$ cat src/rtl/hazard_ctrl.sv
// Pipeline sequencing controller: load-use bubbles, mispredict flushes and blocking
// in/out handshakes, driving the shared stall/flush lines beside decode.
module hazard_ctrl #(
  parameter int unsigned LOAD_BUBBLES = 1,
  parameter int unsigned IO_TIMEOUT   = 0
) (
  input  logic       clk,
  input  logic       rst,
  input  logic       de_read_reg1,
  input  logic       de_read_reg2,
  input  logic [4:0] de_reg1_addr,
  input  logic [4:0] de_reg2_addr,
  input  logic       ex_mem_read,
  input  logic [4:0] ex_write_reg,
  input  logic       ex_data_in,
  input  logic       ex_data_out,
  input  logic       branch_wrong,
  input  logic       in_valid,
  input  logic       out_ready,
  output logic       stall,
  output logic       flush_ex,
  output logic       in_ready,
  output logic       out_valid,
  output logic       io_timeout,
  output logic [1:0] state
);

  typedef enum logic [1:0] {
    StRun      = 2'd0,
    StLoadWait = 2'd1,
    StInWait   = 2'd2,
    StOutWait  = 2'd3
  } state_e;

  localparam logic [3:0]  BubbleInit   = 4'(LOAD_BUBBLES - 1);
  localparam logic [15:0] TimeoutLimit = 16'(IO_TIMEOUT);
  localparam bit          MultiBubble  = (LOAD_BUBBLES > 1);
  localparam bit          TimeoutEn    = (IO_TIMEOUT != 0);

  state_e      state_q, state_d;
  logic [3:0]  bubble_q, bubble_d;
  logic [15:0] wait_q, wait_d;
  logic [15:0] wait_inc;
  logic        io_timeout_q, io_timeout_d;
  logic        load_use;
  logic        waiting;

  // x0 is never a real producer, so a load to it cannot create a hazard.
  assign load_use = ex_mem_read && (ex_write_reg != 5'd0) &&
                    ((de_read_reg1 && (de_reg1_addr == ex_write_reg)) ||
                     (de_read_reg2 && (de_reg2_addr == ex_write_reg)));

  assign waiting  = ((state_q == StInWait) && !in_valid) ||
                    ((state_q == StOutWait) && !out_ready);
  assign wait_inc = (wait_q == 16'hFFFF) ? wait_q : wait_q + 16'd1;

  always_ff @(posedge clk or posedge rst) begin
    if (rst) begin
      state_q      <= StRun;
      bubble_q     <= 4'd0;
      wait_q       <= 16'd0;
      io_timeout_q <= 1'b0;
    end else begin
      state_q      <= state_d;
      bubble_q     <= bubble_d;
      wait_q       <= wait_d;
      io_timeout_q <= io_timeout_d;
    end
  end

  always_comb begin
    state_d      = state_q;
    bubble_d     = bubble_q;
    wait_d       = wait_q;
    io_timeout_d = io_timeout_q;
    unique case (state_q)
      StRun: begin
        if (!branch_wrong) begin
          if (ex_data_in) begin
            if (!in_valid) begin
              state_d = StInWait;
              wait_d  = 16'd0;
            end
          end else if (ex_data_out) begin
            if (!out_ready) begin
              state_d = StOutWait;
              wait_d  = 16'd0;
            end
          end else if (load_use) begin
            bubble_d = BubbleInit;
            if (MultiBubble) state_d = StLoadWait;
          end
        end
      end
      StLoadWait: begin
        bubble_d = bubble_q - 4'd1;
        if (bubble_q == 4'd1) state_d = StRun;
      end
      StInWait: begin
        if (in_valid) state_d = StRun;
      end
      StOutWait: begin
        if (out_ready) state_d = StRun;
      end
      default: state_d = StRun;
    endcase
    // The wait keeps going past the limit; the flag only reports it.
    if (waiting) begin
      wait_d = wait_inc;
      if (TimeoutEn && (wait_inc == TimeoutLimit)) io_timeout_d = 1'b1;
    end
  end

  always_comb begin
    stall     = 1'b0;
    flush_ex  = 1'b0;
    in_ready  = 1'b0;
    out_valid = 1'b0;
    if (!rst) begin
      unique case (state_q)
        StRun: begin
          if (branch_wrong) begin
            flush_ex = 1'b1;
          end else if (ex_data_in) begin
            in_ready = 1'b1;
            stall    = !in_valid;
          end else if (ex_data_out) begin
            out_valid = 1'b1;
            stall     = !out_ready;
          end else if (load_use) begin
            stall    = 1'b1;
            flush_ex = 1'b1;
          end
        end
        StLoadWait: begin
          stall    = 1'b1;
          flush_ex = 1'b1;
        end
        StInWait: begin
          in_ready = 1'b1;
          stall    = !in_valid;
        end
        StOutWait: begin
          out_valid = 1'b1;
          stall     = !out_ready;
        end
        default: ;
      endcase
    end
  end

  assign io_timeout = io_timeout_q;
  assign state      = state_q;

endmodule

$ cat config.mk
export PLATFORM = sky130hd
export DESIGN_NAME = hazard_ctrl
export DESIGN_NICKNAME = d
export VERILOG_FILES = /design/src/rtl/hazard_ctrl.sv
export SDC_FILE = /design/constraint.sdc
export NUM_CORES = 1
export LEC_CHECK = 0
export BUFFER_PORTS_ARGS = -buffer_cell sky130_fd_sc_hd__buf_4
export CAP_MARGIN = 20
export CORE_MARGIN = 1
export CORE_UTILIZATION = 45
export CTS_CLUSTER_SIZE = 28
export DETAILED_ROUTE_END_ITERATION = 16
export PLACE_DENSITY = 0.78
export REMOVE_ABC_BUFFERS = 1
export SKIP_LAST_GASP = 1
export SLEW_MARGIN = 10
export SYNTH_ARGS = -nofsm -noshare
export SYNTH_HDL_FRONTEND = slang
export SYNTH_SLANG_ARGS = --single-unit
$ cat constraint.sdc
create_clock -name clk -period 2.2 [get_ports clk]
set_input_delay 0.11 -clock clk [delete_from_list [all_inputs] [get_ports clk]]
set_output_delay 0.11 -clock clk [all_outputs]
set_load 0.1 [all_outputs]
==> summary.txt <==
Timing
  – Tcrit/Tclk final: 90.0%
  – RSZ-0062 raised after global routing: no
  – Final hold vios: 0
  – Clock Skew: 0.000808 ns
  – Final setup violation count: 0
  – FMAX: 505 MHz
  – Final-report max-slew violation count: 0
  – Period minus WS final: approximately 2.0 ns
  – Final WS setup: roughly 0.22 ns

Setup path
  – Crit path required time: 2.09 ns
  – Crit Path Max Fanout: 10
  – Crit start category: register
  – Reg-to-reg slack, setup: between 0.3 and 0.4 ns
  – WS Path Type: reg -> out
  – R2r startpoint: state[0]
  – Worst-case reg-to-reg path depth: 6
  – Worst-path cell chain: inv_1 > ha_2 > and3_1 > a21oi_1 > nor3_1 > buf_4
  – R2r endpoint: bubble_q[2]
  – Slowest cell on the critical path: dfrtp_1
  – Top Family by Delay on Critical Path: buffers and inverters
  – Critical path buffers and inverters: 2
  – Critical path endpoint category: primary output
  – WP data arrival: 1.87 ns
  – Slowest stage delay, CP: 0.41 ns

Placed design
  – # port buffers: 30
  – Placed cell count: 123
  – GP Congestion: between 0.6 and 0.7
  – Pre-CTS WS: roughly 0.27 ns
  – Dpl hpwl: 1420 um

Hold path
  – WHS Endpoint: state[0]
  – Hold path depth: 4
  – Min-delay src: ex_data_in
  – Hold Path Class: in -> reg

Global routing
  – Vias in the first global route: 604
  – Pin count of the biggest net entering global routing: 11
  – First-pass GRT wire length: ~2500 um
  – Total gr overflow: 0
  – Total GRT Usage: 23.3%
  – Initial antenna violation count: 0

Synth
  – Seq/Total Area, Yosys: 21.8%
  – Synth unique cells: 34
  – Synthesis Warnings: 0
  – Post-Synthesis Cells: 80
  – Seq cells post-synth: 6
  – Mux share of post-synthesis cell area: 1.64%
  – List of most frequent post-synthesis cells: inv_1, xor2_1
  – Syn Area/Cell: approximately 8.6 um^2
  – Async SR Flop Fraction: between 90% and 100%
  – Post-Synth XOR/XNOR Area: between 10% and 20%
  – Post-synthesis simple-gate area fraction: 19.1%
  – Largest family of logic cells by synthesized area: compound AO/OA/AOI/OAI gates
  – Post-synthesis compound-gate area fraction: 25.6%
  – Ranking of synthesized cells by area: dfrtp_1, ha_1, xor2_1, inv_1, a2111oi_4
  – EDFF count, synth: 0
  – Synth Flop Type: dfrtp_1
  – Count leader, synth: inv_1
  – Top cell type's share of synthesized area: 21.8%
  – Synthesized area: ~700 um^2
  – Synth Area in Adders: between 10% and 20%
  – Leading area contributor after synthesis: dfrtp_1

Layout
  – Layout cell share with drive strength beyond 1: between 30% and 40%
  – Fillers: between 100 and 150
  – P&R area growth vs syn: 38.9%
  – Post-route non-filler standard cell count: 127
  – Nets: 145
  – Final Util: 70.0%
  – N_diodes: 0

Clock tree
  – Clock Latency Late Sink: 0.24 ns
  – CTS max path bufs: 2
  – CTS root buf: clkbuf_4
  – Clk slew on worst S/H paths: 0.04 ns
  – CTS buffer count: 3
  – CTS tree: yes
  – Max H-tree Level: 1
  – # clock sinks: 6
  – # Post-CTS Setup Buffers: 0

Floorplan
  – Die area: 0.00169 mm^2
  – Total core area: 0.00137 mm^2
  – Die W: 41.1 um
  – Total I/O pin count: 32
  – Starting Density: 50.4%
  – Number of core rows: 13
  – Die H: 41.1 um

Detailed routing
  – Routed Antenna Nets: 0
  – DR vias: a little over 700
  – WL/cell: ~13 um
  – Via/cell ratio: approximately 5.6
  – Final WL: 1660 um
  – Initial DRC count: 16
  – DRC Markers: 0
  – DRT Pass-1 Iters: 4

Power
  – PD cells: approximately 1100 mW/mm^2
  – Total chip power: roughly 0.0011 W
  – VDD IR max: 0.884 mV
  – Leak Pwr: 0.469 nW

Outcome
  – Status: completed

Job
  – MaxCap Viol Count: 0
-- report_power, final --
part           switching, W  leakage [nW]  internal [W]
Combinational      0.000521         0.382      0.000248
Sequential        0.0000639        0.0734      0.000165
Clock             0.0000375        0.0138     0.0000615
Total              0.000622         0.469      0.000474
-- how the worst max path moves through the flow --
stage | start | to | slack (ns) | cells after the start
finish | state[0] | out_valid | 0.22 | 6
global route | state[1] | out_valid | 0.08 | 6
CTS | state[0] | out_valid | 0.11 | 6
detailed placement | state[0] | bubble_q[2] | 0.27 | 6
global placement | state[0] | bubble_q[3] | 0.29 | 6
floorplan | state[0] | stall | -1.81 | 4
-- registers in the layout (all words and copies together), names as in the netlist --
register  flops
bubble_q      4
state         2
-- layout make-up --
| type | count | area [um^2] | share of cell area [%] |
|---|---|---|---|
| well taps | 15 | 18.8 | 1.96 |
| clock buffers | 3 | 22.5 | 2.36 |
| repair buffers | 31 | 235 | 24.6 |
| inverters | 11 | 41.3 | 4.32 |
| multi-input cells | 61 | 488 | 51.0 |
| flip-flops and latches | 6 | 150 | 15.7 |
-- cell usage in the layout (no fill, tap or decap), types with 2 or more instances in the layout --
cell type and count:
a211o_1 2, a21oi_1 2, a22oi_1 2, and3_1 2
and3_2 2, buf_4 30, clkbuf_4 3, dfrtp_1 6
ha_1 5, inv_1 11, nand2_1 6, nor2_1 6
nor4_1 2, o211ai_1 2, o21a_1 2, xnor2_1 2
xor2_1 8
-- through the flow --
stage                     hold slack, ns  TNS, ns  area [um^2]
after CTS                          0.229        0          953
after detailed placement          0.0758        0          921
after floorplan                  -0.0990    -5.76          677
after global placement            0.0715        0          921
after global routing               0.255        0          956
final                              0.239        0          956
-- cells by family after synthesis --
| kind of cell | Yosys count |
|---|---|
| other | 1 |
| adders and majority gates | 6 |
| and+or+nand+nor | 24 |
| AOI/OAI and AO/OA | 19 |
| DFF | 6 |
| muxes | 1 |
| buffers and inverters | 13 |
| xor gates and xnor gates | 10 |
-- per-layer routing --
layer  vias to the layer above  part of all wire (%)  track usage [%]
met5                         -                     0                0
li1                        351                     -                -
met4                         0                  0.72             4.03
met2                        33                    49             40.2
met1                       328                    42             29.6
met3                         2                   7.7             5.43
-- worst register-to-register path, cell delays in order, from the launching register on --
cell      delay (ns)
dfrtp_1         0.41
inv_1           0.10
ha_2            0.31
and3_1          0.27
o211ai_4        0.13
o21a_1          0.19
a211o_1         0.30
-- repair_timing --
| item | CTS | global route |
|---|---|---|
| hold buffers | 1 | 0 |
| endpoints found under the setup margin | 0 | 1 |
| hold endpoints to repair | 6 | 0 |
| gates resized for setup | 0 | 1 |
Note: power is estimated with default switching activity, not from simulation.
